`src/rtl/read_cmd_decoder.sv`:
```
// read_cmd_decoder: serial board command decoder emitting read/command/parity-error strobes.
// Define READ_CMD_ERRCNT_EN to add the saturating ErrCnt parity-error counter output.
module read_cmd_decoder #(
    parameter logic [3:0]  WildAddr = 4'b1111,
    parameter logic [10:0] ReadCode = 11'b11111110010
) (
    input  logic        Clock,
    input  logic        Reset,
    input  logic        CmdIn,
    input  logic [3:0]  BoardAddr,
    output logic        RxBusy,
    output logic        ReadStrobe,
    output logic [1:0]  ReadTag,
    output logic        CmdStrobe,
    output logic [13:0] CmdWord,
    output logic        PrtyErr
`ifdef READ_CMD_ERRCNT_EN
    ,
    output logic [7:0]  ErrCnt
`endif
);
    typedef enum logic [2:0] {
        IDLE = 3'b001,
        SHFT = 3'b010,
        EVAL = 3'b100
    } state_t;
    state_t      state_q, state_d;
    logic [4:0]  cnt_q, cnt_d;
    logic [17:0] sr_q, sr_d;
    logic        read_strobe_q, read_strobe_d;
    logic        cmd_strobe_q, cmd_strobe_d;
    logic        prty_err_q, prty_err_d;
    logic [1:0]  read_tag_q, read_tag_d;
    logic [13:0] cmd_word_q, cmd_word_d;
    logic        addr_hit, is_read, prty_ok;
    // Frame fields after 18 shifts: {Addr[3:0], Word[10:0], Prty, Tag[1:0]}
    assign addr_hit = (sr_q[17:14] == BoardAddr) || (sr_q[17:14] == WildAddr);
    assign is_read  = sr_q[13:3] == ReadCode;
    assign prty_ok  = sr_q[2] == (sr_q[1] ^ sr_q[0]);
    always_comb begin
        state_d       = state_q;
        cnt_d         = cnt_q;
        sr_d          = sr_q;
        read_strobe_d = 1'b0;
        cmd_strobe_d  = 1'b0;
        prty_err_d    = 1'b0;
        read_tag_d    = read_tag_q;
        cmd_word_d    = cmd_word_q;
        unique case (state_q)
            IDLE: begin
                if (CmdIn) begin
                    state_d = SHFT;
                    cnt_d   = 5'd0;
                end
            end
            SHFT: begin
                sr_d  = {sr_q[16:0], CmdIn};
                cnt_d = cnt_q + 5'd1;
                if (cnt_q == 5'd17) state_d = EVAL;
            end
            EVAL: begin
                state_d = IDLE;
                if (addr_hit && is_read && prty_ok) begin
                    read_strobe_d = 1'b1;
                    read_tag_d    = sr_q[1:0];
                end else if (addr_hit && is_read) begin
                    prty_err_d = 1'b1;
                end else if (addr_hit) begin
                    cmd_strobe_d = 1'b1;
                    cmd_word_d   = sr_q[13:0];
                end
            end
            default: state_d = IDLE;
        endcase
    end
    always_ff @(posedge Clock) begin
        if (Reset) begin
            state_q       <= IDLE;
            cnt_q         <= 5'd0;
            sr_q          <= 18'd0;
            read_strobe_q <= 1'b0;
            cmd_strobe_q  <= 1'b0;
            prty_err_q    <= 1'b0;
            read_tag_q    <= 2'd0;
            cmd_word_q    <= 14'd0;
        end else begin
            state_q       <= state_d;
            cnt_q         <= cnt_d;
            sr_q          <= sr_d;
            read_strobe_q <= read_strobe_d;
            cmd_strobe_q  <= cmd_strobe_d;
            prty_err_q    <= prty_err_d;
            read_tag_q    <= read_tag_d;
            cmd_word_q    <= cmd_word_d;
        end
    end
    assign RxBusy     = state_q != IDLE;
    assign ReadStrobe = read_strobe_q;
    assign CmdStrobe  = cmd_strobe_q;
    assign PrtyErr    = prty_err_q;
    assign ReadTag    = read_tag_q;
    assign CmdWord    = cmd_word_q;
`ifdef READ_CMD_ERRCNT_EN
    logic [7:0] err_cnt_q, err_cnt_d;
    always_comb begin
        err_cnt_d = (prty_err_d && err_cnt_q != 8'hff) ? err_cnt_q + 8'd1 : err_cnt_q;
    end
    always_ff @(posedge Clock) begin
        if (Reset) err_cnt_q <= 8'd0;
        else err_cnt_q <= err_cnt_d;
    end
    assign ErrCnt = err_cnt_q;
`endif
endmodule

```
`config.mk`:
```
export PLATFORM = sky130hd
export DESIGN_NAME = read_cmd_decoder
export DESIGN_NICKNAME = d
export VERILOG_FILES = /design/src/rtl/read_cmd_decoder.sv
export SDC_FILE = /design/constraint.sdc
export NUM_CORES = 1
export LEC_CHECK = 0
export CAP_MARGIN = 0
export CORE_ASPECT_RATIO = 1.75
export CORE_MARGIN = 2
export CORE_UTILIZATION = 53
export CTS_CLUSTER_SIZE = 24
export DETAILED_ROUTE_END_ITERATION = 10
export HOLD_SLACK_MARGIN = 0.08
export PLACE_DENSITY_LB_ADDON = 0.12
export SYNTH_ARGS = -nofsm -noshare
export SYNTH_HDL_FRONTEND = slang
export SYNTH_SLANG_ARGS = --single-unit
```
`constraint.sdc`:
```
create_clock -name Clock -period 2.25 [get_ports Clock]
set_input_delay 0.45 -clock Clock [delete_from_list [all_inputs] [get_ports Clock]]
set_output_delay 0.45 -clock Clock [all_outputs]
set_load 0.1 [all_outputs]
```
==> Flow_metrics.wiki, run 1 <==
{| class="wikitable"
! Metric !! Value
|-
| Crit path required time || 2.43 ns
|-
| Sw Ratio || approximately a quarter
|-
| Sequential share of power || ~60%
|-
| Average routed wire per standard cell || 14.4 µm
|-
| Transition time of the tightest slew-check pin || between 0.7 and 0.8 ns
|-
| CTS H-tree depth || 2
|-
| Synthesized area || 1890 µm²
|-
| Number of synthesis warnings || 0
|-
| Post-synthesis async set-or-reset flop share || 0%
|-
| Post-detailed-route count of antenna-violating nets || 0
|-
| Timing-limited maximum frequency || slightly above 0.5 GHz
|-
| Final worst path period share || approximately nine tenths
|-
| Class of the most critical hold timing path || flop to flop
|-
| Number of instances in the synthesized netlist || between 200 and 250
|-
| Synthesized flop and latch total || between 40 and 50
|-
| Synth Area in Compound Gates || 20.3%
|-
| Number of sinks handled by clock tree synthesis || 45
|-
| Setup Crit Path Kind || primary input to flop
|-
| Maximum fanout along the worst path || 16
|-
| Floorplan die width || 49.2 µm
|-
| Worst relative slew slack || 49.6%
|-
| Layout overhead on the synthesized area || 16.4%
|-
| Post_cts resized || 0
|-
| Synth Area in Simple Gates || between 20% and 30%
|-
| Number of nets in the layout || approximately 250
|-
| Number of DRC violations after detailed routing || 0
|-
| Iter 0 DRT Violations || 37
|-
| Maximum number of pins on one net before global-route repair || 25
|-
| I/O pins || 27
|-
| Unrepaired setup endpoints after global routing || no
|-
| Leakage dissipation || roughly 0.79 nW
|-
| Via Count || 1,668
|-
| Total global routing overflow || 0
|-
| Core ar. || about 3400 µm²
|-
| Drt via density || about 5.9
|-
| Largest family of logic cells by synthesized area || simple AND/OR/NAND/NOR gates
|-
| Sum of routed wire length over all layers || just over 4 mm
|-
| Die height || 83.1 µm
|-
| Buffers plus inverters on the worst setup path || 1
|-
| Final weighted congestion of routability-driven global placement || roughly 0.83
|-
| Final standard cell utilization of the core || between 60% and 70%
|-
| CP Data Arrival Time || about 2.2 ns
|-
| Multiplexer share of the synthesized area || 0%
|-
| Total nets after synthesis || about 230
|-
| Min Tclk post-route || ~2 ns
|-
| Root buffer selected by CTS || clkbuf_8
|-
| CTS tree || built
|-
| EDFF count, synth || 0
|-
| NetSw || roughly 0.32 mW
|-
| Total half-perimeter wirelength after legalization and detailed placement || roughly 3.0 mm
|-
| Sequential-to-total area share from yosys stat || 47.6%
|-
| Wire length of the first global-routing pass || just over 7 mm
|-
| Clock network latency to the later pin of the worst-skew pair || about 0.30 ns
|-
| Fraction of layout instances using a drive strength above 1 || ~14%
|-
| Critical-path top delay cell || o41a_1
|-
| Total of hold buffers inserted after clock tree synthesis || 0
|-
| Count of buffers inserted at the top-level ports || 26
|-
| Post-Place Cell Area || ~2100 µm²
|-
| Post CTS Setup Buffer Count || 0
|-
| Slowest Stage Delay on Critical Path || 0.67 ns
|-
| Leading cell type in the layout, fill and taps excluded || dfxtp_1
|-
| Pint || ~1.0 mW
|-
| Die Area || just over 4000 µm²
|-
| Cells along the critical path || clkdlybuf4s50_1, xor2_1, o41a_1, o31ai_1, a21oi_1
|-
| Synthesized area per cell || between 8 and 9 µm²
|-
| CTS buffer count || 5
|-
| Total of max-cap violations || 0
|-
| Number of buffers on the longest clock path || 2
|-
| Commonest cells after routing, fill and taps aside || dfxtp_1, a21oi_1, nand2_1
|-
| Setup clock skew after layout || between 0.01 and 0.015 ns
|-
| Max Transition Viols Final || 0
|-
| Setup-failing EPs final || 0
|-
| Vias in the first global route || about 1,600
|-
| Antenna violations before repair || 0
|-
| Final Instance Area || ~2200 µm²
|-
| Number of search-and-repair iterations in the first detailed-routing pass || 4
|-
| Starting density of the core || 55.7%
|-
| Outcome || completed
|-
| Distinct cells, synth || 33
|-
| Worst voltage drop across the vdd grid || 0.501 mV
|-
| Reg2Reg Setup Slack || a little under 0.5 ns
|-
| Overall routing resource usage || between 20 and 25%
|-
| Final hold vios || 0
|-
| PD cells || between 600 and 700 nW/µm²
|-
| Startpoint kind of the worst setup timing path || primary input
|-
| Clock share of power || between 30% and 40%
|-
| Combinational share of power || between 5 and 6%
|-
| Family with the most delay on the worst path || compound AO/OA/AOI/OAI gates
|-
| Main flop type after synthesis || dfxtp_1
|-
| Adder-cell share of the synthesized area || 1.32%
|-
| Number of diodes added for antenna fixing || 0
|-
| Crit path capture type || flop
|-
| Number of standard-cell rows in the floorplan || 28
|-
| Clock transition at the registers of the reported paths || ~0.090 ns
|-
| Xor and xnor area share after synthesis || between 3 and 4%
|}
==> metal layers <==
| layer | share of wire [%] | wire (µm) | GRT usage, % | vias to the layer above |
|---|---|---|---|---|
| met3 | 3.2 | 130 | 4.32 | 9 |
| met1 | 40 | 1630 | 22.8 | 787 |
| li1 | - | - | - | 831 |
| met2 | 54 | 2190 | 40.4 | 41 |
| met5 | 0 | 0 | 0 | - |
| met4 | 3.3 | 136 | 11.7 | 0 |
==> path summary, 6_finish.rpt <==
kind / start / to / cells past startpoint
min reg2reg: CmdWord[6] / CmdWord[6] / 2
min: CmdWord[6] / CmdWord[6] / 2
max: BoardAddr[1] / CmdWord[8] / 5
max reg2reg: sr_q[15] / CmdWord[8] / 4
==> logic make-up after synthesis <==
logic type	Yosys count
AOI/OAI and AO/OA	62
xor gates and xnor gates	5
DFF	45
and+or+nand+nor	87
adders and majority gates	2
buffers and inverters	19
==> cell usage after synthesis, types with 2 or more instances <==
master / count / area [µm²]
a21oi_1: 39 / 195
and3_1: 4 / 25.0
buf_2: 2 / 10.0
buf_6: 2 / 22.5
clkbuf_1: 13 / 48.8
dfxtp_1: 45 / 901
ha_1: 2 / 25.0
nand2_1: 38 / 143
nand3_1: 2 / 10.0
nand4_1: 17 / 106
nor2_1: 10 / 37.5
nor3_1: 5 / 25.0
o21ai_1: 3 / 15.0
o31ai_1: 16 / 120
xor2_1: 4 / 35.0
==> state kept, by name, indices dropped and copies added (netlist names) <==
register,flops
CmdStrobe,1
CmdWord,14
PrtyErr,1
ReadStrobe,1
ReadTag,2
cnt_q,5
sr_q,18
state_q,3
==> power by group through the flow <==
stage	clock network, mW	logic (mW)	registers, mW
after floorplan	0	0.0544	0.821
after global placement	0	0.0770	0.822
after detailed placement	0	0.0791	0.822
after CTS	0.490	0.0794	0.803
after global routing	0.520	0.0855	0.804
final	0.474	0.0788	0.803
==> layout make-up <==
cell class	instances	area [µm²]
multi-input cells	156	910
fillers	316	1190
inverters	1	3.75
repair buffers	30	253
flip-flops and latches	45	901
well taps	45	56.3
clock buffers	6	72.6
clock inverters	2	10.0
==> worst register-to-register path: cells and delay by family, from the launching register on <==
family         cells  cell delay, ns
flip-flops         1            0.35
AO/OA/AOI/OAI      3            1.10
XOR/XNOR           1            0.21
==> through the flow <==
stage               std cells  hold slack [ns]  total power [mW]  TNS, ns  setup slack [ns]
global placement          277            0.456             0.899        0            0.0458
floorplan                 220            0.454             0.875        0             0.528
CTS                       285            0.478              1.37        0             0.277
finish                    285            0.473              1.36        0             0.266
detailed placement        277            0.464             0.901   -0.214           -0.0366
global route              285            0.487              1.41        0             0.102
Power figures use the tool's default switching activity.
==> inputs of run 2 (changes only) <==
CTS_CLUSTER_DIAMETER = 40   (was default)
==> results of run 2 <==
No change in the layout: final DEF, timing and power equal those of run 1.
==> inputs of run 3 (changes only) <==
CORE_ASPECT_RATIO = 0.7   (was 1.75)
clock period = 2.15 ns   (was 2.25 ns; I/O delays follow)
==> run 3 against run 2 <==
Against the previous run: utilization rose by 0.20 points; clock-buffer cell count grew 1; first-iteration DRC count increased by 140%; critical endpoint is now CmdWord[13].
==> Flow_metrics.wiki, run 3 (synthesis gave the netlist of run 1 again) <==
{| class="wikitable"
! Metric !! Value
|-
| Outcome || completed
|-
| Sum of negative setup slack || 0 ns
|-
| Fraction of layout instances using a drive strength above 1 || between 10% and 20%
|-
| Crit path required time || 2.33 ns
|-
| Number of nets in the layout || between 200 and 250
|-
| Largest register FFs || 18
|-
| Overall routing resource usage || roughly 22%
|-
| Final weighted congestion of routability-driven global placement || about 0.75
|-
| Met1 Resource Use GR || ~29%
|-
| Reg2Reg Setup Slack || around 0.44 ns
|-
| Crit path capture type || flop
|-
| Final Instance Area || about 2300 µm²
|-
| Die height || about 54 µm
|-
| Min Tclk post-route || roughly 1.9 ns
|-
| Setup-failing EPs final || 0
|-
| Startpoint kind of the worst setup timing path || primary input
|-
| Post-Place Cell Area || between 2000 and 2500 µm²
|-
| Vias in the first global route || approximately 1,500
|-
| Clock network latency to the later pin of the worst-skew pair || between 0.2 and 0.3 ns
|-
| End of the worst register-to-register path || CmdWord[13]
|-
| Worst voltage drop across the vdd grid || 0.373 mV
|-
| Worst Setup SP || BoardAddr[1]
|-
| Class of the most critical hold timing path || flop to flop
|-
| Count of buffers inserted at the top-level ports || 26
|-
| GR Layer Usage met3 || roughly 6.9%
|-
| PD cells || between 700 and 800 nW/µm²
|-
| Floorplan die width || about 75 µm
|-
| Power after layout || approximately 1.6 mW
|-
| Final worst path period share || 88.5%
|-
| CTS H-tree depth || 2
|-
| Total half-perimeter wirelength after legalization and detailed placement || around 2.8 mm
|-
| Maximum fanout along the worst path || 16
|-
| Antenna violations before repair || 0
|-
| Core ar. || 3470 µm²
|-
| Post-detailed-route count of antenna-violating nets || 0
|-
| Iter 0 DRT Violations || 90
|-
| CTS tree || built
|-
| Number of DRC violations after detailed routing || 0
|-
| Crit path capture || CmdWord[13]
|-
| Root buffer selected by CTS || clkbuf_8
|-
| I/O pins || 27
|-
| Total of max-cap violations || 0
|-
| Met2 Track Usage GR || between 30 and 40%
|-
| Leading cell type in the layout, fill and taps excluded || dfxtp_1
|-
| Unrepaired setup endpoints after global routing || no
|-
| Number of diodes added for antenna fixing || 0
|-
| Starting density of the core || 54.6%
|-
| Number of buffers on the longest clock path || 2
|-
| Number of search-and-repair iterations in the first detailed-routing pass || 4
|-
| Via Count || between 1,500 and 2,000
|-
| Final hold vios || 0
|-
| Die Area || a little over 4000 µm²
|-
| Max Transition Viols Final || 0
|-
| Cells on worst reg2reg path || 5
|-
| Drt via density || around 5.7
|-
| Setup clock skew after layout || ~0.0059 ns
|-
| Setup Crit Path Kind || primary input to flop
|-
| Startpoint of the worst-slack reg-to-reg timing path || sr_q[14]
|-
| Total of hold buffers inserted after clock tree synthesis || 0
|-
| Total of fill cells in the finished design || between 300 and 400
|-
| Slowest Stage Delay on Critical Path || around 0.43 ns
|-
| Clock transition at the registers of the reported paths || around 0.08 ns
|-
| Busiest metal layer after global routing || met2
|-
| Commonest cells after routing, fill and taps aside || dfxtp_1, a21oi_1, nand2_1
|-
| Biggest register || sr_q
|-
| Transition time of the tightest slew-check pin || 0.804 ns
|-
| Worst relative slew slack || a little under half
|-
| Total global routing overflow || 0
|-
| Cells along the critical path || clkdlybuf4s50_1, xor2_1, o41a_1, buf_4, o31ai_1, a21oi_1
|-
| CP Data Arrival Time || 2.08 ns
|-
| Timing-limited maximum frequency || approximately 0.53 GHz
|-
| Worst setup timing slack at the placement stage || -0.0350 ns
|-
| Average routed wire per standard cell || about 15 µm
|-
| Final worst setup slack || about 0.25 ns
|-
| Critical-path top delay cell || o41a_1
|-
| Post_cts resized || 0
|-
| CTS buffer count || 5
|-
| Leakage dissipation || approximately 0.80 nW
|-
| Post CTS Setup Buffer Count || 0
|-
| Sum of routed wire length over all layers || between 4 and 5 mm
|-
| Wire length of the first global-routing pass || between 6 and 7 mm
|-
| Number of sinks handled by clock tree synthesis || 45
|-
| Layout overhead on the synthesized area || 19.2%
|-
| Number of standard-cell rows in the floorplan || 18
|-
| Maximum number of pins on one net before global-route repair || 46
|}
## run 3: changes by cell type in the layout (fill, tap and decap cells not counted), sizes merged
cell    before  now
bufinv       0    1
clkinv       2    0
clkbuf       6    7
## run 3: how the worst min path moves through the flow
| stage | start | end | slack (ns) | depth (start not counted) |
|---|---|---|---|---|
| floorplan | sr_q[7] | sr_q[8] | 0.45 | 2 |
| global placement | CmdWord[4] | CmdWord[4] | 0.46 | 2 |
| detailed placement | CmdWord[4] | CmdWord[4] | 0.47 | 2 |
| CTS | CmdWord[6] | CmdWord[6] | 0.48 | 2 |
| global route | CmdWord[3] | CmdWord[3] | 0.49 | 2 |
| finish | CmdWord[6] | CmdWord[6] | 0.48 | 2 |
## run 3: layer usage
| layer | share of wire, % | wire, µm |
|---|---|---|
| met5 | 0 | 0 |
| met4 | 0.57 | 24 |
| met3 | 3.4 | 142 |
| met2 | 46 | 1950 |
| met1 | 50 | 2090 |
## run 3: cell type report
type                            instances  area (µm²)  area share [%]
Sequential cell                        45         901            39.9
Tap cell                               50        62.6            2.77
Multi-Input combinational cell        156         910            40.3
Clock buffer                            7        86.3            3.82
Timing Repair Buffer                   30         265            11.7
Clock inverter                          1        30.0            1.33
Inverter                                1        3.75           0.166
## run 3: where the power goes
part / leakage, nW / internal [mW] / switching (mW)
Sequential: 0.363 / 0.836 / 0.00442
Clock: 0.0585 / 0.379 / 0.279
Combinational: 0.382 / 0.0288 / 0.0571
## run 3: stage by stage
| step | utilization (%) | hold WS (ns) | std cells |
|---|---|---|---|
| floorplan | - | 0.454 | 220 |
| global placement | 61.8 | 0.459 | 282 |
| detailed placement | 61.8 | 0.466 | 282 |
| CTS | 65.1 | 0.480 | 290 |
| global route | 65.1 | 0.491 | 290 |
| finish | 65.1 | 0.481 | 290 |
## run 3: critical path, delay by kind of cell
kind                      cells  cell delay, ns
xor gates and xnor gates      1            0.18
AOI/OAI and AO/OA             3            0.84
buffers and inverters         2            0.62
